==> src/rtl/uart_tx_arbiter_if.sv <==
// Bundle of the per-channel AXI-Stream inputs and the serializer byte interface
// shared by the UART TX arbiter and whatever drives it.
interface uart_tx_arbiter_if #(
    parameter int unsigned NUM_CH    = 4,
    parameter int unsigned DATA_BITS = 8
);
    logic [NUM_CH*DATA_BITS-1:0] s_axis_tdata;
    logic [NUM_CH-1:0]           s_axis_tvalid;
    logic [NUM_CH-1:0]           s_axis_tlast;
    logic [NUM_CH-1:0]           s_axis_tready;
    logic [DATA_BITS-1:0]        tx_data;
    logic                        tx_start;
    logic                        tx_busy;
    logic [NUM_CH-1:0]           grant;
    logic                        active;
    logic                        ack_err;

    modport slave (
        input  s_axis_tdata, s_axis_tvalid, s_axis_tlast, tx_busy,
        output s_axis_tready, tx_data, tx_start, grant, active, ack_err
    );

    modport master (
        output s_axis_tdata, s_axis_tvalid, s_axis_tlast, tx_busy,
        input  s_axis_tready, tx_data, tx_start, grant, active, ack_err
    );
endinterface

==> src/rtl/uart_tx_arbiter.sv <==
// Packet-granular round-robin arbiter sharing one UART TX serializer between
// NUM_CH AXI-Stream byte sources, with an optional channel-ID header byte.
module uart_tx_arbiter #(
    parameter int unsigned          NUM_CH      = 4,
    parameter int unsigned          DATA_BITS   = 8,
    parameter bit                   ID_HEADER   = 1'b1,
    parameter logic [DATA_BITS-1:0] HDR_BASE    = 8'hA0,
    parameter int unsigned          ACK_TIMEOUT = 16
) (
    input  logic                   clk,
    input  logic                   rst,
    uart_tx_arbiter_if.slave       bus
);
    localparam int unsigned IW = (NUM_CH > 1) ? $clog2(NUM_CH) : 1;
    localparam int unsigned CW = $clog2(ACK_TIMEOUT + 1);

    typedef enum logic [2:0] {
        S_IDLE,
        S_HDR,
        S_LOAD,
        S_WAIT_HI,
        S_WAIT_LO
    } state_t;

    state_t               state_q, state_d;
    logic [NUM_CH-1:0]    grant_q, grant_d;
    logic [IW-1:0]        idx_q, idx_d;
    logic [IW-1:0]        last_q, last_d;
    logic                 active_q, active_d;
    logic [DATA_BITS-1:0] tx_data_q, tx_data_d;
    logic                 tx_start_q, tx_start_d;
    logic                 ack_err_q, ack_err_d;
    logic                 last_flag_q, last_flag_d;
    logic [CW-1:0]        cnt_q, cnt_d;

    logic                 arb_found;
    logic [IW-1:0]        arb_idx;
    logic [DATA_BITS-1:0] sel_tdata;
    logic                 sel_tvalid;
    logic                 sel_tlast;

    // Rotating search starting just after the previous owner.
    always_comb begin
        arb_found = 1'b0;
        arb_idx   = '0;
        for (int unsigned i = 0; i < NUM_CH; i++) begin
            logic [IW-1:0] cand;
            cand = IW'((32'(last_q) + 32'd1 + i) % NUM_CH);
            if (!arb_found && bus.s_axis_tvalid[cand]) begin
                arb_found = 1'b1;
                arb_idx   = cand;
            end
        end
    end

    always_comb begin
        sel_tdata  = '0;
        sel_tvalid = 1'b0;
        sel_tlast  = 1'b0;
        for (int unsigned c = 0; c < NUM_CH; c++) begin
            if (idx_q == IW'(c)) begin
                sel_tdata  = bus.s_axis_tdata[c*DATA_BITS +: DATA_BITS];
                sel_tvalid = bus.s_axis_tvalid[c];
                sel_tlast  = bus.s_axis_tlast[c];
            end
        end
    end

    always_comb begin
        state_d     = state_q;
        grant_d     = grant_q;
        idx_d       = idx_q;
        last_d      = last_q;
        active_d    = active_q;
        tx_data_d   = tx_data_q;
        tx_start_d  = 1'b0;
        ack_err_d   = 1'b0;
        last_flag_d = last_flag_q;
        cnt_d       = cnt_q;

        case (state_q)
            S_IDLE: begin
                if (arb_found) begin
                    grant_d          = '0;
                    grant_d[arb_idx] = 1'b1;
                    idx_d            = arb_idx;
                    active_d         = 1'b1;
                    state_d          = ID_HEADER ? S_HDR : S_LOAD;
                end
            end
            S_HDR: begin
                tx_data_d   = HDR_BASE | DATA_BITS'(idx_q);
                tx_start_d  = 1'b1;
                last_flag_d = 1'b0;
                cnt_d       = '0;
                state_d     = S_WAIT_HI;
            end
            S_LOAD: begin
                if (sel_tvalid) begin
                    tx_data_d   = sel_tdata;
                    tx_start_d  = 1'b1;
                    last_flag_d = sel_tlast;
                    cnt_d       = '0;
                    state_d     = S_WAIT_HI;
                end
            end
            S_WAIT_HI: begin
                // A serializer that never acknowledges is treated as having sent the byte.
                if (bus.tx_busy) begin
                    cnt_d   = '0;
                    state_d = S_WAIT_LO;
                end else if (cnt_q == CW'(ACK_TIMEOUT - 1)) begin
                    ack_err_d = 1'b1;
                    cnt_d     = '0;
                    state_d   = S_WAIT_LO;
                end else begin
                    cnt_d = cnt_q + CW'(1);
                end
            end
            S_WAIT_LO: begin
                if (!bus.tx_busy) begin
                    if (last_flag_q) begin
                        last_d   = idx_q;
                        grant_d  = '0;
                        active_d = 1'b0;
                        state_d  = S_IDLE;
                    end else begin
                        state_d = S_LOAD;
                    end
                end
            end
            default: state_d = S_IDLE;
        endcase
    end

    always_ff @(posedge clk) begin
        if (rst) begin
            state_q     <= S_IDLE;
            grant_q     <= '0;
            idx_q       <= '0;
            last_q      <= IW'(NUM_CH - 1);
            active_q    <= 1'b0;
            tx_data_q   <= '0;
            tx_start_q  <= 1'b0;
            ack_err_q   <= 1'b0;
            last_flag_q <= 1'b0;
            cnt_q       <= '0;
        end else begin
            state_q     <= state_d;
            grant_q     <= grant_d;
            idx_q       <= idx_d;
            last_q      <= last_d;
            active_q    <= active_d;
            tx_data_q   <= tx_data_d;
            tx_start_q  <= tx_start_d;
            ack_err_q   <= ack_err_d;
            last_flag_q <= last_flag_d;
            cnt_q       <= cnt_d;
        end
    end

    // Only the owner sees ready, and only while no byte is outstanding.
    assign bus.s_axis_tready = (state_q == S_LOAD) ? grant_q : '0;
    assign bus.tx_data       = tx_data_q;
    assign bus.tx_start      = tx_start_q;
    assign bus.grant         = grant_q;
    assign bus.active        = active_q;
    assign bus.ack_err       = ack_err_q;
endmodule

==> src/flat_wrapper.sv <==
// flat-port wrapper written by rule: the top's interface ports become plain ports
module uart_tx_arbiter_flat 
#(
    parameter int unsigned          NUM_CH      = 4,
    parameter int unsigned          DATA_BITS   = 8,
    parameter bit                   ID_HEADER   = 1'b1,
    parameter logic [DATA_BITS-1:0] HDR_BASE    = 8'hA0,
    parameter int unsigned          ACK_TIMEOUT = 16
)
  (clk, rst, bus_s_axis_tdata, bus_s_axis_tvalid, bus_s_axis_tlast, bus_tx_busy, bus_s_axis_tready, bus_tx_data, bus_tx_start, bus_grant, bus_active, bus_ack_err);
  uart_tx_arbiter_if #(.NUM_CH(NUM_CH), .DATA_BITS(DATA_BITS)) bus_i ();
  input  logic clk;
  input  logic rst;
  input wire logic [$bits(bus_i.s_axis_tdata)-1:0] bus_s_axis_tdata;
  input wire logic [$bits(bus_i.s_axis_tvalid)-1:0] bus_s_axis_tvalid;
  input wire logic [$bits(bus_i.s_axis_tlast)-1:0] bus_s_axis_tlast;
  input wire logic [$bits(bus_i.tx_busy)-1:0] bus_tx_busy;
  output wire logic [$bits(bus_i.s_axis_tready)-1:0] bus_s_axis_tready;
  output wire logic [$bits(bus_i.tx_data)-1:0] bus_tx_data;
  output wire logic [$bits(bus_i.tx_start)-1:0] bus_tx_start;
  output wire logic [$bits(bus_i.grant)-1:0] bus_grant;
  output wire logic [$bits(bus_i.active)-1:0] bus_active;
  output wire logic [$bits(bus_i.ack_err)-1:0] bus_ack_err;
  assign bus_i.s_axis_tdata = bus_s_axis_tdata;
  assign bus_i.s_axis_tvalid = bus_s_axis_tvalid;
  assign bus_i.s_axis_tlast = bus_s_axis_tlast;
  assign bus_i.tx_busy = bus_tx_busy;
  assign bus_s_axis_tready = bus_i.s_axis_tready;
  assign bus_tx_data = bus_i.tx_data;
  assign bus_tx_start = bus_i.tx_start;
  assign bus_grant = bus_i.grant;
  assign bus_active = bus_i.active;
  assign bus_ack_err = bus_i.ack_err;
  uart_tx_arbiter #(.NUM_CH(NUM_CH), .DATA_BITS(DATA_BITS), .ID_HEADER(ID_HEADER), .HDR_BASE(HDR_BASE), .ACK_TIMEOUT(ACK_TIMEOUT)) u_core (.clk(clk), .rst(rst), .bus(bus_i));
endmodule
==> config.mk <==
export PLATFORM = sky130hd
export DESIGN_NAME = uart_tx_arbiter_flat
export DESIGN_NICKNAME = d
export VERILOG_FILES = /design/src/rtl/uart_tx_arbiter_if.sv /design/src/rtl/uart_tx_arbiter.sv /design/src/flat_wrapper.sv
export SDC_FILE = /design/constraint.sdc
export NUM_CORES = 1
export LEC_CHECK = 0
export CAP_MARGIN = 20
export CORE_MARGIN = 5
export CORE_UTILIZATION = 47
export CTS_BUF_LIST = sky130_fd_sc_hd__clkbuf_16
export DETAILED_ROUTE_END_ITERATION = 6
export PLACE_DENSITY = 0.85
export SETUP_SLACK_MARGIN = 0.05
export SYNTH_ARGS = -nofsm -noshare
export SYNTH_HDL_FRONTEND = slang
export SYNTH_SLANG_ARGS = --single-unit
==> constraint.sdc <==
create_clock -name clk -period 2.42 [get_ports clk]
set_input_delay 0.363 -clock clk [delete_from_list [all_inputs] [get_ports clk]]
set_output_delay 0.363 -clock clk [all_outputs]
set_load 0.005 [all_outputs]
* Word-level counts from Yosys, hierarchy flattened
Index checks and enable logic that the tools add are counted.
** Word-level totals
- Output and inout bits :: 19
- Register bits :: 28
- ROM bits :: 0
- Memories :: 0
- Word-level logic and storage cells :: 112
- RAM bits :: 0
- Bits of input ports :: 43
- Latch bits :: 0
** Operators by class
- Divide/modulo/power cells :: 0
- $lt $le $gt $ge :: 6
- $add $sub $neg :: 5
- Reduce and logical (&&, ||, !) cells :: 19
- Eq/ne operators :: 13
- Multiply operators :: 0
- Bitwise operators :: 2
- Multiplexer cells :: 57
- Shift operators :: 0
** Operators by type and width (number)
- $mux W8 :: 5
- $mux W1 :: 23
- $mux W4 :: 4
- $pmux W8 S2 :: 1
- $lt A2 B3 Y1 const B :: 5
- $mux W3 :: 5
- $mux W5 :: 3
- $pmux W3 S5 :: 1
- $pmux W5 S3 :: 1
- $mux W2 :: 5
- $bmux W1 S2 :: 4
- $pmux W4 S2 :: 1
- $reduce_and A4 Y1 :: 2
- $eq A3 B2 Y1 const B :: 2
- $ne A2 B1 Y1 const B :: 3
- $pmux W1 S2 :: 3
- $reduce_and A2 Y1 :: 3
- $add A5 B1 Y5 const B :: 1
- $eq A5 B4 Y1 const B :: 1
- $add A2 B1 Y2 const B :: 2
- $add A2 B2 Y2 const B :: 2
- $eq A2 B2 Y1 const B :: 2
- $logic_and A1 B1 Y1 :: 4
- $reduce_bool A2 Y1 :: 2
- other kinds (14) :: 17

* Logic depth before layout (Yosys ltp)
- Word-level depth :: 19
- Mapped depth :: 6
- Gate-level depth less buffers :: 5

* Least setup slack after synthesis
No wires, ideal clock.
- Kind :: reg-to-reg
- From :: reg u_core.idx_q[0]
- To :: reg u_core.tx_data_q[1], in the netlist u_core.bus.tx_data[1]
- Slack :: 0.852 ns
- Period minus slack after synthesis :: 1.568 ns
- Setup time :: 0.079 ns
- Stages on the path, launching flop included :: 6
- Required time :: 2.341 ns
- Path buffers :: 1
- Arrival time :: 1.488 ns
- Cell sequence :: dfxtp_1 > buf_6 > mux4_2 > a21oi_4 > a21oi_1 > a211oi_2
** Between the ends
- Cells in the longest elaborated chain, start to end :: 7
- Elaborated cells between the ends (all ways) :: 16
- Classes of those cells :: eq/ne: 4; mux: 10; reduce/logical: 2
** Ends and longest elaborated chain
- from (decl) :: line uart_tx_arbiter.sv:27 : logic [IW-1:0] idx_q, idx_d;
- from (signal assigned) :: line uart_tx_arbiter.sv:151 : idx_q <= idx_d;
- $logic_not A2 Y1 :: line uart_tx_arbiter.sv:61 : if (idx_q == IW'(c)) begin
- $mux W8 or $mux W1 (tied branches) (4 in a row) :: line uart_tx_arbiter.sv:61
- $mux W8 or $ne A2 B1 Y1 (tied branches)
- $pmux W8 S2 or $reduce_and A2 Y1 (tied branches)
- to (signal assigned) :: line uart_tx_arbiter.sv:154 : tx_data_q <= tx_data_d;
- to (decl) :: line uart_tx_arbiter.sv:30 : logic [DATA_BITS-1:0] tx_data_q, tx_data_d;
Parallel ways exist; a longest one is shown, timed or not. The select of a mux whose other input is x is not followed.
A chain may end at the register's enable or synchronous reset.

* Worst setup path in the final report
- From :: reg u_core.state_q[1]
- To :: out bus_s_axis_tready[2]
** Between the ends
- Cells in the longest elaborated chain, start to end :: 2
** Ends and longest elaborated chain
- from (decl) :: line uart_tx_arbiter.sv:25 : state_t state_q, state_d;
- from (signal assigned) :: line uart_tx_arbiter.sv:149 : state_q <= state_d;
- $eq A3 B2 Y1 :: line uart_tx_arbiter.sv:163 : assign bus.s_axis_tready = (state_q == S_LOAD) ? grant_q : '0;
- $mux W4 :: line uart_tx_arbiter.sv:163
- to (decl) :: line flat_wrapper.sv:18 : output wire logic [$bits(bus_i.s_axis_tready)-1:0] bus_s_axis_tready;
Every way passes these cells.

==> flow_results.org <==
** Status
- The run finished with clean final reports.

** Timing
- Based on the critical path, the design can be clocked at up to 485 MHz.
- Pin slew with the least headroom to its limit :: 716 ps
- Final hold analysis gives a worst-case slack of 489 ps.
- Post-route setup TNS :: 0 ps
- Max-slew violations :: 0
- Of the available clock period, the critical path in the final layout requires 0.852.
- Between clock sinks in the finished design, the worst skew comes to 3.28 ps.
- Final min period :: 2060 ps
- Setup repair after global routing left no endpoint under its margin.
- Remaining max-slew budget at the tightest pin :: 0.523
- The number of endpoints with negative hold slack in the final report was 0.
- Final-report setup violation count :: 0

** Floorplan
- Count of pins on the block boundary :: 62
- From bottom edge to top edge, the die measures 68.6 µm.
- Starting density of the core :: 0.484
- The floorplan step defined a die boundary enclosing 4710 µm².
- Horizontal die dimension :: 68.6 µm
- Core Footprint :: 3340 µm²
- The floorplan has 21 rows.

** Global routing
- Pin count of the biggest net entering global routing :: 17
- Total GRT Usage :: 0.203
- For this run the aggregate overflow at the end of global routing stands at 0.
- First-pass GRT wire length :: 7290 µm
- The number of antenna violations at the first check in global routing came to 0.
- Vias in the first global route :: 1634

** CTS
- CTS tree :: done
- Clock buffer count from CTS :: 3
- After clock tree synthesis, the clock-pin slew on the worst setup and hold paths is 70 ps.
- Post-CTS repair changed the size of 0 cells.
- The tree is rooted in a sky130_fd_sc_hd__clkbuf_16.
- Depth of the CTS H-tree :: 1
- Clock tree synthesis found a total of 28 sinks.
- Worst-case clock buffer depth :: 2
- In this run the post-CTS setup repair buffer count came out at 0.
- Hold-fix buffers at CTS :: 0
- The clock reaches the later pin of the worst-skew pair after 260 ps.

** Detailed routing
- Summing over every cut layer, the via total after detailed routing is 1608.
- Drt first-iter violations :: 116
- After detailed routing, the number of remaining DRC violations is 0.
- Drt via density :: 5.68
- The detail route stage leaves a number of antenna-violating nets equal to 0.
- Detailed-route wire length :: 4360 µm
- In the final routed layout, each cell accounts on average for 15.4 µm.
- Total iterations of the first detailed-routing run :: 4

** Cells and area
- Most common library cell in the layout ignoring fill and taps :: sky130_fd_sc_hd__clkdlybuf4s50_1
- The number of antenna diodes in the final layout is 0.
- Post-synthesis to final-layout area growth :: 49.1%
- Cell area after layout :: 2410 µm²
- Of the cells placed in the final design, the portion with a size suffix greater than 1 is 0.118.
- Measured on the finished design, the core utilization comes to 0.722.
- After the last flow step, the layout net total stands at 282.
- The library cells used most frequently in the layout, excluding fill and tap cells, are sky130_fd_sc_hd__clkdlybuf4s50_1, sky130_fd_sc_hd__dfxtp_1, sky130_fd_sc_hd__nor2_1.

** Synth
- Number of distinct standard cells referenced by the synthesized netlist :: 50
- For this run, the register share of the synthesized area comes to 0.347.
- Count of warnings emitted by yosys :: 0
- Synthesized instance count :: 173
- Avg Synthesized Cell Area :: 9.34 µm²
- Synthesized netlist net count :: 217
- FF+latch count, synth :: 28
- The mapped netlist covers 1620 µm².

** Critical path
- In this design, the stage delay of the slowest critical-path cell is 490 ps.
- Worst R2R End :: u_core.bus.tx_data[1]
- Required time of the worst setup path :: 2060 ps
- The slowest stage of the critical path belongs to the cell sky130_fd_sc_hd__clkdlybuf4s50_1.
- The critical path runs through a total of 4 cells.
- Across all register-to-register paths, the minimum setup slack is 690 ps.
- Critical-path maximum fanout :: 4
- Kind of cell with the highest combined delay on the critical path :: buffers and inverters
- CP endpoint kind :: output port
- Walking the worst path, the cells encountered are nor3b_1 -> buf_4 -> and2_1 -> clkdlybuf4s50_1.
- In this run the critical register-to-register path is launched from u_core.idx_q[1].
- For the worst flop-to-flop path, the logic depth is 5.
- Critical path origin :: u_core.state_q[1]
- Critical path buffer and inverter count :: 2
- Data arrival time of the worst path :: 1700 ps
- The critical path is of the register to output port type.
- STA classifies the critical path startpoint as a register.
- Crit path capture :: bus_s_axis_tready[2]

** Run
- The tool flagged a number of max-cap violations equal to 0.

** Placed design
- Input and output buffers added on the ports amount to 61.
- Standard cell area after detailed placement :: 2300 µm²
- Summed over all nets, the half-perimeter wirelength after detailed placement is 3310 µm.
- Routability-driven placement finished with a final weighted congestion of 0.800.

** Min path
- The path class of the tightest hold or removal check is register to register.

** Power
- VDD sags by at most 0.000560 V.
- For this design the ratio of total power to cell area is 642 nW/µm².
- Cell leakage power :: 0.859 nW
## Yosys cell counts (all sizes together)
master | instances | area (µm²)
o21ai | 4 | 20.0
nand3b | 3 | 22.5
o21a | 1 | 7.51
a311oi | 1 | 8.76
o31a | 1 | 8.76
a32o | 1 | 10.0
nand3 | 4 | 20.0
nand2 | 11 | 41.3
inv | 1 | 3.75
mux2 | 2 | 22.5
nand2b | 5 | 31.3
or3b | 1 | 8.76
or4 | 1 | 11.3
buf | 5 | 28.8
mux2i | 5 | 50.1
and2 | 5 | 31.3
and3 | 1 | 6.26
a31oi | 2 | 12.5
a32oi | 1 | 8.76
a2111oi | 1 | 8.76
o2bb2ai | 3 | 26.3
a222oi | 1 | 10.0
clkbuf | 6 | 26.3
a22o | 1 | 8.76
and4bb | 1 | 12.5
a22oi | 6 | 45.0
dfxtp | 28 | 561
mux4 | 8 | 191
nor2 | 21 | 78.8
o22ai | 1 | 6.26
ha | 1 | 12.5
nor2b | 3 | 18.8
nor3b | 4 | 30.0
a21o | 2 | 15.0
a211oi | 3 | 27.5
and3b | 1 | 8.76
a211o | 2 | 17.5
or3 | 2 | 12.5
a21oi | 11 | 70.1
nor4b | 1 | 8.76
o221a | 1 | 11.3
a21bo | 1 | 10.0
nor3 | 9 | 45.0
## state kept, by name, indices dropped and copies added (netlist names)
name / cells
u_core.bus.tx_data: 8
u_core.cnt_q: 5
u_core.bus.grant: 4
u_core.state_q: 3
u_core.idx_q: 2
u_core.last_q: 2
u_core.bus.ack_err: 1
u_core.bus.active: 1
u_core.bus.tx_start: 1
u_core.last_flag_q: 1
## per-layer routing
| metal | vias to the layer above | GRT usage | routed length, µm |
|---|---|---|---|
| met5 | - | 0 | 0 |
| met4 | 0 | 0.0645 | 95 |
| met3 | 12 | 0.0486 | 258 |
| met2 | 55 | 0.355 | 2200 |
| met1 | 757 | 0.243 | 1810 |
| li1 | 784 | - | - |
## cells by family (layout without fill, tap and decap cells)
logic type | Yosys count | in the layout | synth area share
buffers and inverters | 12 | 76 | 0.0364
multiplexers | 15 | 15 | 0.163
AND/OR/NAND/NOR | 73 | 73 | 0.240
AO/OA/AOI/OAI | 44 | 44 | 0.206
flip-flops | 28 | 28 | 0.347
adder cells (fa/ha/maj) | 1 | 1 | 0.00774
## worst min-delay path by stage
stage / cells after the start / slack [ps] / endpoint / start
2_1_floorplan: 1 / 440 / u_core.bus.ack_err / u_core.cnt_q[4]
3_3_place_gp: 1 / 470 / u_core.bus.grant[1] / u_core.bus.grant[1]
3_5_place_dp: 2 / 470 / u_core.bus.active / u_core.bus.active
4_1_cts: 2 / 490 / u_core.bus.active / u_core.bus.active
5_1_grt: 1 / 510 / u_core.bus.grant[3] / u_core.bus.grant[3]
6_report: 2 / 490 / u_core.bus.active / u_core.bus.active
## cell type report
type                    count  area, µm²
clock buffers               3       75.1
inverters                   1       3.75
well taps                  46       57.6
repair buffers             71        686
multi-input cells         133        997
flip-flops and latches     28        561
fillers                   257        927
clock inverters             1       30.0
## report_power, final
group	switching (mW)	internal (mW)	leakage, nW
Clock	0.162	0.330	0.0511
Sequential	0.0291	0.509	0.229
Combinational	0.238	0.279	0.579
## per-stage QoR
step / instances / worst slack, ps / power [mW]
4_1_cts: 283 / 328 / 1.55
3_3_place_gp: 279 / 298 / 1.05
5_1_grt: 283 / 217 / 1.63
6_report: 283 / 358 / 1.55
2_1_floorplan: 173 / 852 / 0.848
3_5_place_dp: 279 / 269 / 1.06
## worst reg2reg max path: cells and delay by family (launching register included)
| kind | cells | cell delay, ps |
|---|---|---|
| flops | 1 | 390 |
| mux | 1 | 410 |
| buf+inv | 1 | 260 |
| compound gates | 3 | 610 |
(Power assumes the default switching activity.)
